<file path="src/rtl/mbist_fail_log.sv">
// rtl/mbist_fail_log.sv - MBIST compare-event fail logger with verdict, counters and readout FIFO
module mbist_fail_log #(
    parameter int ADDR_W  = 8,
    parameter int DATA_W  = 8,
    parameter int PHASE_W = 4,
    parameter int DEPTH   = 8,
    parameter int CNT_W   = 16
) (
    input  logic                              CLK,
    input  logic                              nRESET,
    input  logic                              MBISTEN,
    input  logic                              TEST_START,
    input  logic                              TEST_END,
    input  logic                              CMP_VALID,
    input  logic [ADDR_W-1:0]                 CMP_ADDR,
    input  logic [DATA_W-1:0]                 CMP_EXP,
    input  logic [DATA_W-1:0]                 CMP_ACT,
    input  logic [PHASE_W-1:0]                CMP_PHASE,
    output logic                              LOG_VALID,
    input  logic                              LOG_READY,
    output logic [PHASE_W+ADDR_W+DATA_W-1:0]  LOG_DATA,
    output logic [CNT_W-1:0]                  FAIL_CNT,
    output logic [ADDR_W-1:0]                 FIRST_ADDR,
    output logic                              OVERFLOW,
    output logic                              BUSY,
    output logic                              DONE,
    output logic                              PASS
);
    localparam int PTR_W   = $clog2(DEPTH);
    localparam int ENTRY_W = PHASE_W + ADDR_W + DATA_W;
    localparam logic [PTR_W:0] FULL_CNT = (PTR_W+1)'(DEPTH);
    localparam logic [CNT_W-1:0] CNT_MAX = '1;

    typedef enum logic [1:0] {ST_IDLE, ST_RUN, ST_DONE} state_t;

    state_t              state_q, state_d;
    logic [CNT_W-1:0]    fail_cnt_q, fail_cnt_d;
    logic [ADDR_W-1:0]   first_addr_q, first_addr_d;
    logic                overflow_q, overflow_d;
    logic [PTR_W-1:0]    wr_ptr_q, wr_ptr_d;
    logic [PTR_W-1:0]    rd_ptr_q, rd_ptr_d;
    logic [PTR_W:0]      count_q, count_d;
    logic [ENTRY_W-1:0]  mem_q [DEPTH];

    logic start_w, take_w, fail_w, full_w, pop_w, push_w;
    logic [ENTRY_W-1:0] entry_w;

    // A start restarts the test; any compare or pop in that cycle is discarded.
    assign start_w = TEST_START & MBISTEN;
    assign take_w  = (state_q == ST_RUN) & MBISTEN & CMP_VALID & ~start_w;
    assign fail_w  = take_w & (CMP_ACT != CMP_EXP);
    assign full_w  = (count_q == FULL_CNT);
    assign pop_w   = (count_q != '0) & LOG_READY & ~start_w;
    assign push_w  = fail_w & (~full_w | pop_w);
    assign entry_w = {CMP_PHASE, CMP_ADDR, CMP_EXP ^ CMP_ACT};

    // Next-state logic: losing MBISTEN always parks the logger in IDLE.
    always_comb begin
        state_d = state_q;
        if (!MBISTEN) begin
            state_d = ST_IDLE;
        end else if (TEST_START) begin
            state_d = ST_RUN;
        end else if (state_q == ST_RUN && TEST_END) begin
            state_d = ST_DONE;
        end
    end

    // Next values for counters, first-fail address, overflow flag and FIFO pointers.
    always_comb begin
        fail_cnt_d   = fail_cnt_q;
        first_addr_d = first_addr_q;
        overflow_d   = overflow_q;
        wr_ptr_d     = wr_ptr_q;
        rd_ptr_d     = rd_ptr_q;
        count_d      = count_q;
        if (start_w) begin
            fail_cnt_d   = '0;
            first_addr_d = '0;
            overflow_d   = 1'b0;
            wr_ptr_d     = '0;
            rd_ptr_d     = '0;
            count_d      = '0;
        end else begin
            if (fail_w) begin
                if (fail_cnt_q != CNT_MAX) begin
                    fail_cnt_d = fail_cnt_q + CNT_W'(1);
                end
                if (fail_cnt_q == '0) begin
                    first_addr_d = CMP_ADDR;
                end
                if (full_w && !pop_w) begin
                    overflow_d = 1'b1;
                end
            end
            if (push_w) begin
                wr_ptr_d = wr_ptr_q + PTR_W'(1);
            end
            if (pop_w) begin
                rd_ptr_d = rd_ptr_q + PTR_W'(1);
            end
            if (push_w && !pop_w) begin
                count_d = count_q + (PTR_W+1)'(1);
            end else if (pop_w && !push_w) begin
                count_d = count_q - (PTR_W+1)'(1);
            end
        end
    end

    // Control and status registers with asynchronous reset.
    always_ff @(posedge CLK or negedge nRESET) begin
        if (!nRESET) begin
            state_q      <= ST_IDLE;
            fail_cnt_q   <= '0;
            first_addr_q <= '0;
            overflow_q   <= 1'b0;
            wr_ptr_q     <= '0;
            rd_ptr_q     <= '0;
            count_q      <= '0;
        end else begin
            state_q      <= state_d;
            fail_cnt_q   <= fail_cnt_d;
            first_addr_q <= first_addr_d;
            overflow_q   <= overflow_d;
            wr_ptr_q     <= wr_ptr_d;
            rd_ptr_q     <= rd_ptr_d;
            count_q      <= count_d;
        end
    end

    // FIFO storage; contents need no reset since reads are masked when empty.
    always_ff @(posedge CLK) begin
        if (push_w) begin
            mem_q[wr_ptr_q] <= entry_w;
        end
    end

    assign LOG_VALID  = (count_q != '0);
    assign LOG_DATA   = LOG_VALID ? mem_q[rd_ptr_q] : '0;
    assign FAIL_CNT   = fail_cnt_q;
    assign FIRST_ADDR = first_addr_q;
    assign OVERFLOW   = overflow_q;
    assign BUSY       = (state_q == ST_RUN);
    assign DONE       = (state_q == ST_DONE);
    assign PASS       = (state_q == ST_DONE) && (fail_cnt_q == '0);
endmodule

</file>
<file path="config.mk">
export PLATFORM = sky130hd
export DESIGN_NAME = mbist_fail_log
export DESIGN_NICKNAME = d
export VERILOG_FILES = /design/src/rtl/mbist_fail_log.sv
export SDC_FILE = /design/constraint.sdc
export NUM_CORES = 1
export LEC_CHECK = 0
export ABC_CLOCK_PERIOD_IN_PS = 4300
export CORE_MARGIN = 4
export CORE_UTILIZATION = 50
export CTS_CLUSTER_SIZE = 16
export DETAILED_ROUTE_END_ITERATION = 12
export PLACE_DENSITY = 0.81
export SETUP_SLACK_MARGIN = 0.15
export SLEW_MARGIN = 15
export SYNTH_ARGS = -nofsm -noshare
export SYNTH_HDL_FRONTEND = slang
export SYNTH_SLANG_ARGS = --single-unit
</file>
<file path="constraint.sdc">
create_clock -name CLK -period 4.3 [get_ports CLK]
set_input_delay 0.43 -clock CLK [delete_from_list [all_inputs] [get_ports CLK]]
set_output_delay 0.43 -clock CLK [all_outputs]
set_load 0.05 [all_outputs]
</file>
==> metrics.md <==
| Metric | Value |
|---|---|
| Status | `finished, final reports clean` |
| Sw power | `1.90 mW` |
| Reg power frac | `0.389` |
| Max IR drop VDD | `0.369 mV` |
| Final hold vios | `0` |
| Core region area | `between 15000 and 20000 sq um` |
| Synth Register Bits | `197` |
| EDFF count, synth | `160` |
| Crit-path slowest cell | `dfrtp_2` |
| Fmax | `about 290 MHz` |
| Unrepaired setup endpoints after global routing | `false` |
| Cell count along the critical path | `5` |
| Crit. End Element | `output port` |
| R2r endpoint | `mem_q[1][5]` |
| Max_slew headroom | `0.349` |
| WL met3 | `1.04 mm` |
| Register clock-pin slew on the reported worst setup and hold paths | `0.07 ns` |
| Final WL | `17.5 mm` |
| Hold-fix buffers, CTS | `0` |
| Root Driver | `clkbuf_16` |
| Most frequent cells in the layout | `160 x edfxtp_1, 82 x clkdlybuf4s50_1, 40 x mux4_2` |
| Minimum clock period | `roughly 3.5 ns` |
| Most common cell after layout, fill and taps aside | `edfxtp_1` |
| DP HPWL | `11.1 mm` |
| CTS Buf Count | `17` |
| Synth cell types | `48` |
| Met1 wire length | `around 7 mm` |
| First-pass GRT wire length | `28.1 mm` |
| CP startpoint | `rd_ptr_q[0]` |
| Worst Path Required | `3.87 ns` |
| Max Cap Violations | `0` |
| Pins Over Slew Limit | `0` |
| P&R area growth vs syn | `21.6%` |
| ANT nets after route | `0` |
| Routed wire length per instance | `20.9 um` |
| Worst hold slack | `0.125 ns` |
| Lkg Pwr | `3.49 nW` |
| Main synth FF type | `edfxtp_1` |
| Syn Nets | `550` |
| Worst-skew pair later-pin latency | `around 0.43 ns` |
| H-tree depth | `4` |
| Combinational share of power | `0.324` |
| Crit path kind | `reg2out` |
| GR Overflow Total | `0` |
| Slowest stage delay, CP | `~0.78 ns` |
| Starting density of the core | `0.518` |
| Layout cells sized above 1 | `0.178` |
| Clock buffer depth | `2` |
| Delay-heaviest family, CP | `buffers and inverters` |
| Worst setup SP type | `register` |
| Synthesized area per cell | `about 16 sq um` |
| Hold Crit Class | `in2async` |
| Ys Warns | `0` |
| Vias | `4851` |
| Int Pwr | `between 3 and 4 mW` |
| Worst Tran Pin Value | `0.977 ns` |
| Final RePlAce weighted congestion | `0.867` |
| Switch share | `0.334` |
| Fillers | `1140` |
| Number of remaining DRC errors | `0` |
| Vias per cell | `5.81` |
| CTS tree | `built` |
| Die Footprint | `around 19000 sq um` |
| Initial antenna violation count | `0` |
| # rows | `between 40 and 50` |
| DR pass1 iterations | `5` |
| Worst Path Max Fanout | `19` |
| CP Data Arrival Time | `just over 3 ns` |
| Clock group share of total power | `0.286` |
| R2r setup slk | `1.59 ns` |
| Setup Skew | `roughly 0.011 ns` |
| Final #Nets | `648` |
| Final std cells w/o fill | `835` |
| PostCTS Resize Cnt | `0` |
| CP bufs+invs | `2` |
| Number of global-route vias before repair | `~5000` |
| Pin count of the biggest net entering global routing | `38` |
| Die X | `137 um` |
| Seq/Total Area, Yosys | `0.686` |
| WL met2 | `9.01 mm` |
| Pwr/cell area | `between 500 and 600 nW/um^2` |
| Final setup vio count | `0` |
| R2R cell count | `6` |
| Worst Setup EP | `LOG_DATA[14]` |
| PortBufs | `between 80 and 90` |
| Setup TNS Final | `0 ns` |
| Uppermost layer routed | `met4` |
| I/O pin count | `84` |
| Placed insts | `803` |
| Detailed Route Iter0 Violations | `377` |
| GR Util All Layers | `0.199` |
| Die height | `roughly 140 um` |
| Syn Std Cell Area | `8350 sq um` |
| R2r startpoint | `state_q[1]` |
| CTS Sinks | `197` |
| Synth async-reset ratio | `0.188` |
| Critical path, cell by cell | `buf_4 > mux4_2 > mux2i_1 > nor2_1 > clkdlybuf4s50_1` |
| N_diodes | `0` |
| Post-CTS Setup Inserts | `0` |
| Util after Layout | `0.630` |
| Post-Syn Instances | `between 500 and 600` |
| Final period utilization | `0.814` |
state kept, by name (all words and copies together) (netlist names):
register,count
FAIL_CNT,16
FIRST_ADDR,8
OVERFLOW,1
count_q,4
mem_q,160
rd_ptr_q,3
state_q,2
wr_ptr_q,3
metrics by stage:
step | cell area [sq um] | worst slack, ns | power [mW]
6_report | 10200 | 0.802 | 5.69
5_1_grt | 10200 | 0.595 | 5.93
4_1_cts | 10200 | 0.738 | 5.73
3_5_place_dp | 9550 | 0.810 | 4.11
3_3_place_gp | 9550 | 1.01 | 4.08
2_1_floorplan | 8350 | 0.652 | 3.53
worst register-to-register path, stage by stage (launching register included):
cell and delay [ns]:
dfrtp_1 0.42, and2b_1 0.23, nand3_1 0.19, a211oi_1 0.57, nand2_1 0.27, nor3_2 0.35
buf_4 0.36
area by class of cell:
type,count,area (sq um),share of cell area
Sequential cell,197,5730,0.565
Tap cell,216,270,0.0266
Clock buffer,20,437,0.0430
Inverter,16,60.1,0.00591
Timing Repair Buffer,106,1020,0.101
Multi-Input combinational cell,268,2460,0.243
Clock inverter,12,168,0.0165
Yosys cell counts, drive strengths merged, types with 8 or more instances:
cell,instances,share of area
a21oi,19,0.011
buf,15,0.010
clkbuf,12,0.0054
dfrtp,37,0.11
edfxtp,160,0.58
inv,16,0.0072
mux2i,35,0.042
mux4,40,0.11
nand2,33,0.015
nand3,12,0.0072
nor2,28,0.013
nor3,8,0.0048
o31ai,9,0.0081
or4,9,0.0081
xor2,11,0.012
per-layer routing:
layer  track usage  up-vias
met5             0        -
met4        0.0527        0
met2         0.334      160
met1         0.263     2494
li1              -     2179
met3        0.0500       18
power groups by stage:
stage	Sequential [mW]	Clock (mW)	Combinational (mW)
after floorplan	2.19	0	1.34
after detailed placement	2.26	0	1.86
after CTS	2.22	1.65	1.86
after global routing	2.23	1.74	1.95
after global placement	2.25	0	1.82
final	2.22	1.63	1.85
logic make-up (layout without fill, tap and decap cells):
kind of cell	count (synthesis)	count (layout)	share of synthesized area
multiplexers	75	75	0.150
adder cells (fa/ha/maj)	7	7	0.0114
buffers and inverters	43	154	0.0229
AO/OA/AOI/OAI	47	47	0.0363
XOR/XNOR	11	11	0.0115
AND/OR/NAND/NOR	128	128	0.0818
flip-flops	197	197	0.686
worst min path at each step:
stage / end / slack [ns] / depth (start not counted) / startpoint
2_1_floorplan: FAIL_CNT[0] / 0.13 / 0 / nRESET
3_3_place_gp: FIRST_ADDR[2] / 0.51 / 2 / FIRST_ADDR[2]
3_5_place_dp: OVERFLOW / 0.50 / 1 / OVERFLOW
4_1_cts: FAIL_CNT[14] / 0.14 / 1 / nRESET
5_1_grt: FIRST_ADDR[1] / 0.19 / 1 / nRESET
6_report: wr_ptr_q[0] / 0.13 / 1 / nRESET
Note: power is estimated with default switching activity, not from simulation.
